===== src/rtl/bus_demux.sv =====
// Write-side demultiplexer: buffers {select, data} words from the result bus in a
// small FIFO and delivers them in order to destination ports A, B or C.
module bus_demux #(
  parameter int WIDTH     = 16,
  parameter int DEPTH     = 2,
  parameter int CNT_WIDTH = 8
) (
  input  logic                 clk,
  input  logic                 reset,

  input  logic                 in_valid,
  output logic                 in_ready,
  input  logic [1:0]           in_select,
  input  logic [WIDTH-1:0]     in_data,

  output logic                 a_valid,
  input  logic                 a_ready,
  output logic [WIDTH-1:0]     a_data,
  output logic [CNT_WIDTH-1:0] a_count,

  output logic                 b_valid,
  input  logic                 b_ready,
  output logic [WIDTH-1:0]     b_data,
  output logic [CNT_WIDTH-1:0] b_count,

  output logic                 c_valid,
  input  logic                 c_ready,
  output logic [WIDTH-1:0]     c_data,
  output logic [CNT_WIDTH-1:0] c_count,

  output logic                 busy
);

  localparam int PtrWidth = (DEPTH > 1) ? $clog2(DEPTH) : 1;
  localparam int OccWidth = $clog2(DEPTH + 1);
  localparam logic [OccWidth-1:0] FullCount = OccWidth'(DEPTH);

  // Handshakes: a transfer happens on any rising edge where valid && ready.
  // Valid and data are held stable until accepted; no valid depends on a ready.

  logic [1:0]          selMem  [DEPTH];
  logic [WIDTH-1:0]    dataMem [DEPTH];
  logic [PtrWidth-1:0] wrPtr;
  logic [PtrWidth-1:0] rdPtr;
  logic [OccWidth-1:0] occupancy;

  logic                notEmpty;
  logic [1:0]          headSel;
  logic [WIDTH-1:0]    headData;
  logic                headA;
  logic                headB;
  logic                headC;
  logic                popA;
  logic                popB;
  logic                popC;
  logic                doPush;
  logic                doPop;

  assign notEmpty = (occupancy != '0);
  assign headSel  = selMem[rdPtr];
  assign headData = dataMem[rdPtr];

  // Select 3 is an alias for destination A.
  assign headA = notEmpty && ((headSel == 2'd0) || (headSel == 2'd3));
  assign headB = notEmpty && (headSel == 2'd1);
  assign headC = notEmpty && (headSel == 2'd2);

  assign a_valid = headA;
  assign b_valid = headB;
  assign c_valid = headC;

  assign a_data = headA ? headData : '0;
  assign b_data = headB ? headData : '0;
  assign c_data = headC ? headData : '0;

  assign popA  = headA && a_ready;
  assign popB  = headB && b_ready;
  assign popC  = headC && c_ready;
  assign doPop = popA || popB || popC;

  // Full blocks a push even when the head pops in the same cycle.
  assign in_ready = (occupancy != FullCount) && !reset;
  assign doPush   = in_valid && in_ready;

  assign busy = notEmpty;

  // Storage needs no reset: nothing is read out unless occupancy says so.
  always_ff @(posedge clk) begin
    if (doPush) begin
      selMem[wrPtr]  <= in_select;
      dataMem[wrPtr] <= in_data;
    end
  end

  always_ff @(posedge clk or posedge reset) begin
    if (reset) begin
      wrPtr     <= '0;
      rdPtr     <= '0;
      occupancy <= '0;
    end else begin
      if (doPush) begin
        wrPtr <= wrPtr + 1'b1;
      end
      if (doPop) begin
        rdPtr <= rdPtr + 1'b1;
      end
      case ({doPush, doPop})
        2'b10:   occupancy <= occupancy + 1'b1;
        2'b01:   occupancy <= occupancy - 1'b1;
        default: occupancy <= occupancy;
      endcase
    end
  end

  // Transfer counters wrap naturally at 2^CNT_WIDTH.
  always_ff @(posedge clk or posedge reset) begin
    if (reset) begin
      a_count <= '0;
      b_count <= '0;
      c_count <= '0;
    end else begin
      if (popA) begin
        a_count <= a_count + 1'b1;
      end
      if (popB) begin
        b_count <= b_count + 1'b1;
      end
      if (popC) begin
        c_count <= c_count + 1'b1;
      end
    end
  end

endmodule


===== config.mk =====
export PLATFORM = sky130hd
export DESIGN_NAME = bus_demux
export DESIGN_NICKNAME = d
export VERILOG_FILES = /design/src/rtl/bus_demux.sv
export SDC_FILE = /design/constraint.sdc
export NUM_CORES = 1
export LEC_CHECK = 0
export BUFFER_PORTS_ARGS = -buffer_cell sky130_fd_sc_hd__buf_4
export CORE_AREA = 2 2 88 90
export CTS_CLUSTER_DIAMETER = 80
export DETAILED_ROUTE_END_ITERATION = 8
export DIE_AREA = 0 0 90 92
export GPL_ROUTABILITY_DRIVEN = 0
export MAX_ROUTING_LAYER = met4
export PLACE_DENSITY = 0.73
export SLEW_MARGIN = 20
export SYNTH_ARGS = -nofsm -noshare
export SYNTH_HDL_FRONTEND = slang
export SYNTH_SLANG_ARGS = --single-unit
export TNS_END_PERCENT = 5

===== constraint.sdc =====
create_clock -name clk -period 3.05 [get_ports clk]
set_input_delay 0.61 -clock clk [delete_from_list [all_inputs] [get_ports clk]]
set_output_delay 0.61 -clock clk [all_outputs]
set_load 0.05 [all_outputs]

* Word-level counts from Yosys, hierarchy flattened
Memory sizes are Yosys's and may differ from the RTL's.
Index checks and enable logic that the tools add are counted.
** Word-level totals
- Register bits :: 28
- Bits in writable memories :: 36
- Bits of input ports :: 24
- Word-level logic and storage cells :: 42
- Memories kept :: 2
** Memory list
- dataMem :: depth 2, width 16, rd ports 1, clocked after Yosys merged registers in 0, wr ports 1, RTL line 42 : logic [WIDTH-1:0] dataMem [DEPTH];
- selMem :: depth 2, width 2, rd ports 1, clocked after Yosys merged registers in 0, wr ports 1, RTL line 41 : logic [1:0] selMem [DEPTH];
** Operators by class
- $add $sub $neg :: 7
- Equal/unequal tests :: 6
- Muxes and demuxes :: 6
- Reduce and logical (&&, ||, !) cells :: 15
** Operators by type and width (number)
- $mux W16 :: 3
- $add A8 B1 Y8 const B :: 3
- $logic_and A1 B1 Y1 :: 8
- $eq A2 B2 Y1 const B :: 3
- $eq A2 B1 Y1 const B :: 2
- $pmux W2 S2 :: 1
- $reduce_bool A2 Y1 :: 2
- $logic_or A1 B1 Y1 :: 3
- $add A1 B1 Y1 const B :: 2
- $add A2 B1 Y2 const B :: 1
- $logic_not A2 Y1 :: 1
- $mux W1 :: 2
- $ne A2 B2 Y1 const B :: 1
- $sub A2 B1 Y2 const B :: 1
- $logic_not A1 Y1 :: 1

* Longest topological paths before layout
An unclocked memory read counts as a cell.
- Depth in word-level cells :: 9
- Gate-level depth with buffers :: 11
- Mapped depth without buffers :: 9

* Least setup slack after synthesis
No wires, ideal clock.
- Kind :: reg-to-output
- From :: register rdPtr
- To :: output a_data[10]
- Arrival :: 2349 ps
- Path slack :: 91 ps
- Stages on the path, launching flop included :: 9
- Buffers on the path :: 3
- Cells stage by stage :: dfrtp_1 -> buf_2 -> buf_4 -> mux2i_1 -> inv_1 -> ha_1 -> nand2_4 -> buf_2 -> nor2_1
** Between the ends
- Word-level cells in the longest chain between the ends :: 5
** Ends and longest elaborated chain
- from (decl) :: RTL line 44 : logic [PtrWidth-1:0] rdPtr;
- from (signal assigned) :: RTL line 105 : rdPtr <= rdPtr + 1'b1;
- $mem_v2 Z2 W2
- $eq A2 B2 Y1 or $logic_not A2 Y1 (tied branches) :: RTL line 64 : assign headA = notEmpty && ((headSel == 2'd0) || (headSel == 2'd3));
- $logic_or A1 B1 Y1 :: RTL line 64
- $logic_and A1 B1 Y1 :: RTL line 64
- $mux W16 (*) :: RTL line 72 : assign a_data = headA ? headData : '0;
- to (decl) :: RTL line 18 : output logic [WIDTH-1:0] a_data,
Every way passes the cells marked *; elsewhere a longest branch is shown, timed or not.

* Worst setup path in the final report
- From :: register rdPtr
- To :: output a_data[15]
Same word-level chain as after synthesis.

==> impl_metrics.yaml <==
detailed_routing:
  via_count: 2026
  dr_wl_met2_mm: 3.23
  drt-total-wl_mm: 5.98
  routedWlPerCell_microns: 13.6
  highest_layer: "met4"
  ant_nets: 0
  viasPerCell: 4.60
  first_pass_iters: 4
  wl_met3_microns: 249
  remaining_drc_errors: 0
  wl_met1_mm: 2.40
  drtIter0Drc: 102
sta:
  rsz0062_at_grt: "false"
  finalMaxSlewViolations: 0
  period_share_pct: 86.2
  skew_ns: 0.0103
  setup_violations: 0
  min_period_ns: 2.63
  finalHoldViolations: 0
  fin_setup_tns_ns: 0
  maxSlewHeadroom_pct: 72.8
  worstMarginPinSlew_ns: 0.409
  hold_ws_ns: 0.147
  fmax_mhz: 380
critical_path:
  crit_fanout: 17
  startpoint_type: "register"
  crit_arrival_ns: 2.02
  path_cells: "mux2i_1 -> inv_1 -> ha_1 -> nand2_4 -> nor2_1 -> buf_4"
  required_ns: 2.44
  crit_type: "register to output pin"
  slowest_delay_ns: 0.44
  crit_path_end_kind: "output pin"
  cpMaxStageDelayCell: "dfrtp_1"
synth:
  synth_top_family_by_area: "simple AND/OR/NAND/NOR gates"
  yosysUniqueCellTypes: 28
  yosys-mux-area-fraction_pct: 7.47
  yosysSeqAreaShare_pct: 62.2
  ys_ff_latch: 64
  yosysTopAreaCell: "edfxtp_1"
  synth_xor_xnor_area_share_pct: 7.95
  yosysWarnings: 0
  synthCells: 225
  yosys.area_share.simple_pct: 14.0
  avgSynthCellArea_sq_um: 12.7
  synth_top_area_share_pct: 37.8
  syn_nets: 255
  syn_area_sq_um: 2860
  synthTopCellsByArea: "edfxtp_1 (38%), dfrtp_1 (24%), nor2_1 (7.2%)"
  synth-compound-area-share_pct: 2.67
  synth_adder_area_share_pct: 2.62
clock_tree:
  htreeDepth: 3
  path_clk_slew_ns: 0.07
  cts_tree: "built"
  cts-resized-gates: 0
  ctsRootBufferMaster: "clkbuf_8"
  cts_setup_buffers: 0
  cts.sinks: 64
  cts_inserted_buffers: 9
  ctsHoldBuffers: 0
  cts_buffer_depth: 2
  clk_latency_ns: 0.33
die:
  start_util_pct: 38.4
  ioPinCount: 101
  fp.dieH_microns: 92
  fp.dieArea_sq_um: 8280
  placementRows: 32
  fp.dieW_microns: 90
  core_area_sq_um: 7450
global_routing:
  groute.usage.overall_pct: 15.4
  grt_remaining_overflow: 0
  antenna_found_initial: 0
  grt_pass1_vias: 2035
  grt_pass1_wl_mm: 9.70
  grt_max_degree: 28
power_and_ir_drop:
  cellPowerDensity_nw_per_um2: 1200
  p_leak_nw: 1.81
  power.total_mw: 4.69
  peakVddDrop_mv: 0.481
placement:
  numPortBuffers: 100
  post-dp-hpwl_mm: 4.42
layout:
  finalNetCount: 363
  synthToLayoutAreaGrowth_pct: 36.7
  n_antenna_cell: 0
  layout-drive-gt1-share_pct: 39.1
outcome:
  status: "completed"
hold_path:
  hp-class: "primary input to async pin"
job:
  drv_cap: 0
## state kept, by name, summed over array words and instances, names as in the netlist
signal and cells:
a_count 8, b_count 8, c_count 8, dataMem 32
occupancy 2, rdPtr 1, selMem 4, wrPtr 1
## where the power goes
part | leakage [nW] | internal (mW) | total, mW | switching [mW]
registers | 0.689 | 1.10 | 1.28 | 0.182
logic | 1.03 | 0.795 | 2.70 | 1.90
clock network | 0.0933 | 0.377 | 0.708 | 0.331
total | 1.81 | 2.27 | 4.69 | 2.42
## critical path: cells and delay by family, from the launching register on
family                     cells  cell delay (ns)
adders and majority gates      1             0.37
buffers and inverters          2             0.28
DFF                            1             0.44
muxes                          1             0.27
and+or+nand+nor                2             0.33
## per-layer routing
| layer | vias to the layer above | global-route usage, % |
|---|---|---|
| li1 | 990 | - |
| met1 | 981 | 17.7 |
| met2 | 45 | 25.6 |
| met3 | 10 | 3.04 |
| met4 | 0 | 8.08 |
| met5 | - | - |
## worst paths after layout
check,slack (ns),from,cells after the start,to
worst max-delay path,0.42,rdPtr$_DFFE_PP0P_,6,a_data[15]
worst max register to register,0.89,rdPtr$_DFFE_PP0P_,9,occupancy[1]$_DFFE_PP0P_
min in group clk,0.46,in_data[8],1,dataMem[0][8]$_DFFE_PP_
worst min-delay path,0.15,reset,2,wrPtr$_DFFE_PP0P_
worst min register to register,0.47,a_count[7]$_DFFE_PP0P_,1,a_count[7]$_DFFE_PP0P_
max in group asynchronous,2.35,reset,3,a_count[2]$_DFFE_PP0P_
## synthesized netlist by cell type
cell,n
and3_1,1
nand2_4,2
xnor2_1,14
nand4_1,3
o2111a_1,1
and2_1,2
xor2_1,12
nor2_1,55
nor4_2,2
mux2i_1,18
nand3_1,10
ha_1,6
nand2_2,1
inv_1,6
o211ai_4,2
nor3_1,4
edfxtp_1,36
inv_2,2
and4_1,1
dfrtp_1,28
buf_4,1
buf_6,3
nand2_1,5
mux2_2,3
buf_2,3
or2_1,1
o21a_1,1
o211ai_1,2
## logic make-up (layout without fill, tap and decap cells)
| group | Yosys count | count (layout) |
|---|---|---|
| AO/OA/AOI/OAI | 6 | 6 |
| adder cells (fa/ha/maj) | 6 | 6 |
| XOR/XNOR | 26 | 26 |
| AND/OR/NAND/NOR | 87 | 87 |
| multiplexers | 21 | 21 |
| buffers and inverters | 15 | 128 |
| flip-flops | 64 | 64 |
## layout by cell type (no fill, tap or decap), drive strengths merged, types with 2 or more instances in the layout
cell type	instances
clkinv	3
clkbuf	9
nand2	8
nor2	55
clkinvlp	2
buf	104
inv	9
dfrtp	28
nand4	3
o211ai	4
nor3	4
edfxtp	36
xor2	12
xnor2	14
mux2i	18
nor4	2
and2	2
ha	6
mux2	3
nand3	10
## metrics by stage
stage	std cells	area (sq um)	utilization, %	setup WS, ns
3_3_place_gp	424	3720	49.9	0.862
5_1_grt	440	3910	52.5	0.273
2_1_floorplan	225	2860	-	0.0909
6_report	440	3910	52.5	0.421
3_5_place_dp	424	3720	49.9	0.771
4_1_cts	440	3910	52.5	0.388
## final cells by class
class | count | area, sq um
Clock inverter | 7 | 71.3
Tap cell | 102 | 128
Multi-Input combinational cell | 146 | 997
Timing Repair Buffer | 104 | 781
Inverter | 8 | 30.0
Fill cell | 699 | 3530
Sequential cell | 64 | 1780
Clock buffer | 9 | 124
Power figures use the tool's default switching activity.
